===== src/rtl/prescaler_pkg.sv =====
// ============================================================================
// prescaler_pkg : state and mode encodings shared by the prescaler_burst block
// Revision 1.0
// ============================================================================
`default_nettype none

package prescaler_pkg;

    typedef enum logic [1:0] {
        ST_IDLE  = 2'd0,
        ST_RUN   = 2'd1,
        ST_BURST = 2'd2
    } state_e;

    localparam logic MODE_CONT  = 1'b0;
    localparam logic MODE_BURST = 1'b1;

endpackage

`default_nettype wire


===== src/rtl/prescaler_halfcnt.sv =====
// ============================================================================
// prescaler_halfcnt : half-period counter with terminal count and sync clear
// Revision 1.0
// ============================================================================
`default_nettype none

module prescaler_halfcnt #(
    parameter int DIV_W = 8
) (
    input  logic             clk_i,
    input  logic             rst_n_i,
    input  logic             clr_i,
    input  logic             en_i,
    input  logic [DIV_W-1:0] limit_i,
    output logic             tc_o
);

    logic [DIV_W-1:0] cnt_q;
    logic [DIV_W-1:0] cnt_d;

    assign tc_o = (cnt_q == limit_i);

    always_comb begin
        cnt_d = cnt_q;
        if (clr_i || (en_i && tc_o)) begin
            cnt_d = '0;
        end else if (en_i) begin
            cnt_d = cnt_q + 1'b1;
        end
    end

    always_ff @(posedge clk_i or negedge rst_n_i) begin
        if (!rst_n_i) begin
            cnt_q <= '0;
        end else begin
            cnt_q <= cnt_d;
        end
    end

endmodule

`default_nettype wire


===== src/rtl/prescaler_burst.sv =====
// ============================================================================
// prescaler_burst : clock prescaler with continuous and N-period burst modes.
// Define PRESCALER_SHADOW_EN for shadowed, fall-aligned scale loads.
// Revision 1.0
// ============================================================================
`default_nettype none

module prescaler_burst
    import prescaler_pkg::*;
#(
    parameter int               DIV_W     = 8,
    parameter int               BURST_W   = 8,
    parameter logic [DIV_W-1:0] RST_SCALE = '0
) (
    input  logic               i_sysclk,
    input  logic               i_sysrst_n,
    input  logic               i_module_en,
    input  logic               i_mode,
    input  logic               i_start,
    input  logic [BURST_W-1:0] i_burst_len,
    input  logic               i_ld,
    input  logic [DIV_W-1:0]   i_ld_data,
    output logic               o_sclk,
    output logic               o_sclk_rise,
    output logic               o_sclk_fall,
    output logic               o_busy,
    output logic               o_done
);

    state_e             state_q, state_d;
    logic               sclk_q, sclk_d;
    logic               rise_q, rise_d;
    logic               fall_q, fall_d;
    logic               busy_q, busy_d;
    logic               done_q, done_d;
    logic               stop_q, stop_d;
    logic [BURST_W-1:0] remaining_q, remaining_d;
    logic [DIV_W-1:0]   scale_q, scale_d;
    logic               tc;
    logic               cnt_clr;
    logic               cnt_en;
    logic               ld_restart;

    prescaler_halfcnt #(.DIV_W(DIV_W)) u_halfcnt (
        .clk_i   (i_sysclk),
        .rst_n_i (i_sysrst_n),
        .clr_i   (cnt_clr),
        .en_i    (cnt_en),
        .limit_i (scale_q),
        .tc_o    (tc)
    );

`ifdef PRESCALER_SHADOW_EN
    logic [DIV_W-1:0] shadow_q, shadow_d;
    logic             fall_bnd;

    assign ld_restart = 1'b0;
    assign fall_bnd   = i_module_en && (state_q != ST_IDLE) && tc && sclk_q;

    // A load coinciding with a fall boundary bypasses the shadow so it governs the next half.
    always_comb begin
        shadow_d = i_ld ? i_ld_data : shadow_q;
        scale_d  = scale_q;
        if ((state_q == ST_IDLE) || fall_bnd) begin
            scale_d = shadow_d;
        end
    end

    always_ff @(posedge i_sysclk or negedge i_sysrst_n) begin
        if (!i_sysrst_n) begin
            shadow_q <= RST_SCALE;
        end else begin
            shadow_q <= shadow_d;
        end
    end
`else
    assign ld_restart = i_ld;

    always_comb begin
        scale_d = i_ld ? i_ld_data : scale_q;
    end
`endif

    always_comb begin
        state_d     = state_q;
        sclk_d      = sclk_q;
        rise_d      = 1'b0;
        fall_d      = 1'b0;
        done_d      = 1'b0;
        stop_d      = stop_q;
        remaining_d = remaining_q;
        cnt_clr     = 1'b0;
        cnt_en      = 1'b0;
        if (!i_module_en) begin
            state_d     = ST_IDLE;
            sclk_d      = 1'b0;
            stop_d      = 1'b0;
            remaining_d = '0;
            cnt_clr     = 1'b1;
        end else begin
            case (state_q)
                ST_IDLE: begin
                    cnt_clr = 1'b1;
                    stop_d  = 1'b0;
                    sclk_d  = 1'b0;
                    if (i_mode == MODE_CONT) begin
                        state_d = ST_RUN;
                    end else if (i_start) begin
                        if (i_burst_len != '0) begin
                            state_d     = ST_BURST;
                            remaining_d = i_burst_len;
                        end else begin
                            done_d = 1'b1;
                        end
                    end
                end
                ST_RUN, ST_BURST: begin
                    // A stop request in RUN is remembered so the period still completes.
                    if ((state_q == ST_RUN) && (i_mode == MODE_BURST)) begin
                        stop_d = 1'b1;
                    end
                    if (ld_restart) begin
                        cnt_clr = 1'b1;
                    end else begin
                        cnt_en = 1'b1;
                        if (tc) begin
                            sclk_d = ~sclk_q;
                            rise_d = ~sclk_q;
                            fall_d = sclk_q;
                            if (sclk_q) begin
                                if (state_q == ST_RUN) begin
                                    if (stop_d) begin
                                        state_d = ST_IDLE;
                                        stop_d  = 1'b0;
                                    end
                                end else begin
                                    remaining_d = remaining_q - 1'b1;
                                    if (remaining_q == {{(BURST_W-1){1'b0}}, 1'b1}) begin
                                        state_d = ST_IDLE;
                                        done_d  = 1'b1;
                                    end
                                end
                            end
                        end
                    end
                end
                default: begin
                    state_d = ST_IDLE;
                    sclk_d  = 1'b0;
                    cnt_clr = 1'b1;
                end
            endcase
        end
        busy_d = (state_d != ST_IDLE);
    end

    always_ff @(posedge i_sysclk or negedge i_sysrst_n) begin
        if (!i_sysrst_n) begin
            state_q     <= ST_IDLE;
            sclk_q      <= 1'b0;
            rise_q      <= 1'b0;
            fall_q      <= 1'b0;
            busy_q      <= 1'b0;
            done_q      <= 1'b0;
            stop_q      <= 1'b0;
            remaining_q <= '0;
            scale_q     <= RST_SCALE;
        end else begin
            state_q     <= state_d;
            sclk_q      <= sclk_d;
            rise_q      <= rise_d;
            fall_q      <= fall_d;
            busy_q      <= busy_d;
            done_q      <= done_d;
            stop_q      <= stop_d;
            remaining_q <= remaining_d;
            scale_q     <= scale_d;
        end
    end

    assign o_sclk      = sclk_q;
    assign o_sclk_rise = rise_q;
    assign o_sclk_fall = fall_q;
    assign o_busy      = busy_q;
    assign o_done      = done_q;

endmodule

`default_nettype wire


===== config.mk =====
export PLATFORM = sky130hd
export DESIGN_NAME = prescaler_burst
export DESIGN_NICKNAME = d
export VERILOG_FILES = /design/src/rtl/prescaler_pkg.sv /design/src/rtl/prescaler_halfcnt.sv /design/src/rtl/prescaler_burst.sv
export SDC_FILE = /design/constraint.sdc
export NUM_CORES = 1
export LEC_CHECK = 0
export CAP_MARGIN = 20
export CORE_UTILIZATION = 25
export CTS_BUF_LIST = sky130_fd_sc_hd__clkbuf_8
export CTS_CLUSTER_DIAMETER = 150
export DETAILED_ROUTE_END_ITERATION = 10
export GPL_ROUTABILITY_DRIVEN = 0
export GPL_TIMING_DRIVEN = 0
export PLACE_DENSITY = 0.41
export REMOVE_ABC_BUFFERS = 1
export SLEW_MARGIN = 20
export SYNTH_ARGS = -nofsm -noshare
export SYNTH_HDL_FRONTEND = slang
export SYNTH_SLANG_ARGS = --single-unit

===== constraint.sdc =====
create_clock -name i_sysclk -period 4.7 [get_ports i_sysclk]
set_clock_uncertainty 0.15 [all_clocks]
set_input_delay 0.94 -clock i_sysclk [delete_from_list [all_inputs] [get_ports i_sysclk]]
set_output_delay 0.94 -clock i_sysclk [all_outputs]
set_load 0.01 [all_outputs]

==> flow_metrics.tcl, run 1 <==
set metrics [dict create \
    status "completed" \
    die_area_um2 7910 \
    viasPerCell 4.86 \
    max-cap-violations 0 \
    cts_resized 0 \
    clkLatencyLatePin_ns 0.28 \
    h-tree-depth 2 \
    cp_max_fo 12 \
    drive_above_1_share_pct 9.73 \
    cellPowerDensity_nw_per_um2 345 \
    drtIter0Drc 91 \
    required_ns 4.72 \
    hold_violations 0 \
    drc 0 \
    ys_seq_area_share_pct 42.4 \
    dominantRegCellSynth "dfrtp_1" \
    cts_root_buf "clkbuf_8" \
    grt_max_degree 27 \
    fillerInstances 807 \
    final_nets 253 \
    p_sw_mw 0.264 \
    layout_common_cells "32 x dfrtp_1, 25 x clkdlybuf4s50_1, 18 x nor2_1" \
    ys_ff_latch 32 \
    drt-wirelength-per-cell_um 14.4 \
    synth_area_um2 1890 \
    fin_crit_sh_pct 67.9 \
    rsz0062_at_grt "no" \
    row_count 31 \
    ys_types 44 \
    synth_top_family_by_area "simple AND/OR/NAND/NOR gates" \
    slew_viol_final 0 \
    synth_edf_count 0 \
    cellInternalPower_mw 0.549 \
    cts_sinks 32 \
    synthArstFlopShare_pct 100 \
    slew_headroom_pct 59.3 \
    holdWs_ns 0.343 \
    swShare_pct 32.5 \
    grt_pass1_wl_mm 7.73 \
    area_delta_synth_final_pct 24.5 \
    dp_hpwl_mm 3.42 \
    core-area_um2 7290 \
    holdCritPathClass "input pin to async pin" \
    synth_top_area_share_pct 42.4 \
    synthTopCellsByArea "dfrtp_1 42%, xor2_1 6.0%, mux2_2 4.8%, ha_1 4.0%, nor2_1 3.6%" \
    overflow 0 \
    yosys.area.top_type "dfrtp_1" \
    worst_slew_pin_slew_ns 0.606 \
    ir_worst_vdd_v 0.000126 \
    p_comb_share_pct 27.9 \
    rr_worst_depth 7 \
    clk_pin_slew_ns 0.07 \
    ant_nets 0 \
    clockBufferDepth 2 \
    synth_compound_area_share_pct 16.4 \
    clkPwrFrac_pct 32.2 \
    min_period_ns 3.19 \
    leakagePower_nw 0.973 \
    yosys.area_share.xor_xnor_pct 6.49 \
    tns_ns 0 \
    cts_tree "done" \
    initial_core_util_pct 25.9 \
    vias 1578 \
    p_seq_share_pct 40.0 \
    synth.area.mux_share_pct 5.29 \
    synth_fa_ha_area_share_pct 3.97 \
    ys_warn_count 0 \
    post_cts_buffers 0 \
    syn_area_per_cell_um2 9.45 \
    diodes 0 \
    critical_path.startpoint_type "input pin" \
    end_kind "flip-flop" \
    die_x_um 89.0 \
    grt_usage_pct 13.1 \
    grt_pass1_vias 1575 \
    setup_viol 0 \
    cp.arrival_ns 3.21 \
    holdBufCountCts 0 \
    fmax_mhz 313 \
    criticalPathCategory "input pin to flip-flop" \
    routed_wl_mm 4.68 \
    cts_made_buffers 5 \
    dr.pass1.iters 4 \
    fp.dieH_um 89.0 \
    synthCells 200 \
    layout_commonest_cell "dfrtp_1" \
    synth-simple-area-share_pct 21.2 \
    grt_antenna_before_repair 0 \
    io_buffers 26 \
    ios 27 \
]
==> cell type report <==
type | count | area (um^2) | share of cell area (%)
Inverter | 10 | 37.5 | 1.59
Sequential cell | 32 | 801 | 34.0
Multi-Input combinational cell | 149 | 1010 | 42.8
Timing Repair Buffer | 27 | 275 | 11.7
Tap cell | 99 | 124 | 5.26
Clock inverter | 3 | 38.8 | 1.65
Clock buffer | 5 | 68.8 | 2.92
==> sequential cells by signal, summed over array words and instances (netlist names) <==
register / count
o_sclk: 1
scale_q: 8
o_sclk_rise: 1
o_sclk_fall: 1
o_busy: 1
stop_q: 1
state_q: 2
remaining_q: 8
u_halfcnt.cnt_q: 8
o_done: 1
==> cells by family after synthesis <==
group / after synthesis
AND/OR/NAND/NOR: 76
AO/OA/AOI/OAI: 44
buffers and inverters: 19
multiplexers: 9
adder cells (fa/ha/maj): 6
XOR/XNOR: 14
flip-flops: 32
==> power groups by stage <==
| stage | logic (mW) | clock network (mW) | registers (mW) |
|---|---|---|---|
| after floorplan | 0.151 | 0 | 0.323 |
| after global placement | 0.227 | 0 | 0.330 |
| after detailed placement | 0.227 | 0 | 0.330 |
| after CTS | 0.228 | 0.272 | 0.325 |
| after global routing | 0.252 | 0.281 | 0.330 |
| final | 0.226 | 0.262 | 0.325 |
==> per-layer routing <==
layer	vias up	wire (um)	GRT usage, %
met5	-	0	0
met3	5	187	2.86
met1	765	2230	16.9
met4	0	50	4.04
li1	778	-	-
met2	30	2210	22.0
==> worst max-delay path: stages <==
cell	delay [ns]
clkdlybuf4s50_1	0.65
nor4_2	0.55
and3_1	0.57
a41oi_1	0.24
a31o_1	0.24
==> path summary, 6_finish.rpt <==
path                                 start  slack (ns)        endpoint
worst max register to register  state_q[0]        1.84  remaining_q[3]
worst max-delay path                  i_ld        1.51          o_busy
worst min-delay path            i_sysrst_n        0.34  remaining_q[5]
worst min register to register  scale_q[5]        0.38      scale_q[5]
min in group i_sysclk           scale_q[5]        0.38      scale_q[5]
max in group asynchronous       i_sysrst_n        3.66      scale_q[6]
==> stage by stage <==
step	utilization [%]	setup slack, ns	cells	instance area, um^2	total power, mW
after global placement	30.6	1.15	316	2230	0.558
after CTS	32.3	1.46	325	2350	0.825
after floorplan	-	2.07	191	1850	0.474
after detailed placement	30.8	1.15	317	2250	0.557
after global routing	32.3	1.30	325	2350	0.863
final	32.3	1.51	325	2350	0.813
==> cell usage after synthesis, drive strengths merged (4+ instances only) <==
master,count
nand2b,5
o21ai,8
a31oi,7
clkbuf,6
ha,6
or3,4
nand2,14
nor3,7
or4,4
dfrtp,32
mux2,8
inv,10
and3,4
nor2,18
xor2,13
nand3,10
a21oi,8
Note: power is estimated with default switching activity, not from simulation.
==> run 2, diff against run 1 <==
--- a/config.mk
+++ b/config.mk
@@ -12,7 +12,7 @@
 export DETAILED_ROUTE_END_ITERATION = 10
 export GPL_ROUTABILITY_DRIVEN = 0
 export GPL_TIMING_DRIVEN = 0
-export PLACE_DENSITY = 0.41
+export PLACE_DENSITY = 0.42
 export REMOVE_ABC_BUFFERS = 1
 export SLEW_MARGIN = 20
 export SYNTH_ARGS = -nofsm -noshare
==> constraint.sdc (replaced) <==
create_clock -name i_sysclk -period 2.81 [get_ports i_sysclk]
set_clock_uncertainty 0.15 [all_clocks]
set_input_delay 0.562 -clock i_sysclk [delete_from_list [all_inputs] [get_ports i_sysclk]]
set_output_delay 0.562 -clock i_sysclk [all_outputs]
set_load 0.01 [all_outputs]
==> flow_metrics.tcl, run 2 (same netlist as run 1, synthesis figures left out) <==
set metrics [dict create \
    routed_wl_mm 4.83 \
    status "completed" \
    hold_violations 0 \
    slew_headroom_pct 57.2 \
    rsz0062_at_grt "no" \
    die_area_um2 7910 \
    fp.dieH_um 89.0 \
    worst_slew_pin_slew_ns 0.638 \
    clk_pin_slew_ns 0.08 \
    drc 0 \
    ant_nets 0 \
    final_util_pct 32.8 \
    critical_path.startpoint_type "input pin" \
    cp_max_fo 7 \
    holdCritStartpoint "scale_q[1]" \
    max-cap-violations 0 \
    r2r-end "remaining_q[3]" \
    slew_viol_final 0 \
    finalNonFillerCells 326 \
    setup_viol 0 \
    post_cts_buffers 0 \
    clockBufferDepth 2 \
    h-tree-depth 2 \
    rr_worst_depth 7 \
    hold-path-cell-count 1 \
    grt_antenna_before_repair 0 \
    reg2reg_from "state_q[0]" \
    core-area_um2 7290 \
    die_x_um 89.0 \
    drtIter0Drc 123 \
    fmax_mhz 384 \
    drt-wirelength-per-cell_um 14.8 \
    cts_sinks 32 \
    initial_core_util_pct 25.9 \
    area_delta_synth_final_pct 26.5 \
    layout_common_cells "32 x dfrtp_1, 24 x clkdlybuf4s50_1, 18 x nor2_1" \
    io_buffers 26 \
    viasPerCell 4.79 \
    drive_above_1_share_pct 11.0 \
    final_nets 254 \
    cts_root_buf "clkbuf_8" \
    grt_usage_pct 13.4 \
    ir_worst_vdd_v 0.000181 \
    criticalPathCategory "input pin to flip-flop" \
    cts_tree "done" \
    tns_ns 0 \
    holdWs_ns 0.383 \
    dp_hpwl_mm 3.45 \
    fin_crit_sh_pct 92.8 \
    vias 1563 \
    row_count 31 \
    clkLatencyLatePin_ns 0.29 \
    total_power_mw 1.40 \
    grt_pass1_vias 1546 \
    grt_pass1_wl_mm 7.91 \
    end_kind "flip-flop" \
    holdPathEnd "scale_q[1]" \
    layout_commonest_cell "dfrtp_1" \
    holdCritPathClass "flip-flop to flip-flop" \
    top_regs "remaining_q (8), scale_q (8), u_halfcnt.cnt_q (8)" \
    required_ns 2.84 \
    overflow 0 \
    place_inst 317 \
    grt_max_degree 25 \
    ios 27 \
    rrSetupSlack_ns 0.25 \
    diodes 0 \
    cts_made_buffers 5 \
    min_period_ns 2.61 \
    leakagePower_nw 0.984 \
    cellPowerDensity_nw_per_um2 585 \
    dr.pass1.iters 4 \
    cp.arrival_ns 2.64 \
]
[run 2: cell type report]
class / count / area [um^2]
multi-input cells: 149 / 1030
clock buffers: 5 / 68.8
repair buffers: 28 / 288
fillers: 795 / 4900
flip-flops and latches: 32 / 801
clock inverters: 3 / 42.5
inverters: 10 / 37.5
well taps: 99 / 124
[run 2: power breakdown]
part,internal [mW],switching (mW)
sequential,0.501,0.0426
combinational,0.169,0.228
clock,0.263,0.198
total,0.932,0.469
[run 2: worst max-delay path by stage]
stage / startpoint / slack, ns / end
floorplan: state_q[0] / 0.33 / remaining_q[3]
global placement: i_ld / -0.33 / o_busy
detailed placement: i_ld / -0.31 / remaining_q[3]
CTS: state_q[0] / 0.08 / remaining_q[3]
global route: state_q[0] / 0.04 / remaining_q[3]
finish: i_burst_len[2] / 0.20 / remaining_q[0]
[run 2: through the flow]
step,cell area (um^2),setup slack (ns)
global placement,2230,-0.326
finish,2390,0.203
CTS,2380,0.0820
floorplan,1850,0.331
global route,2390,0.0371
detailed placement,2250,-0.311
[run 2: worst max-delay path, stage by stage]
cell             delay, ns
clkdlybuf4s50_1       0.46
or4_4                 0.57
or3_4                 0.41
nand2_1               0.21
nor2_1                0.14
o32ai_1               0.29
[run 2: repair_timing]
item / CTS / global route
setup endpoints to repair: 3 / 1
endpoints found under the hold margin: 8 / 0
resized for setup: 3 / 2
hold buffers: 1 / 0
[run 2: per-layer routing]
metal	GRT usage, %	routed length, um	up-vias
met1	18.3	2420	751
met4	3.46	45	0
met5	0	0	-
met3	3.69	216	5
li1	-	-	778
met2	20.9	2140	29
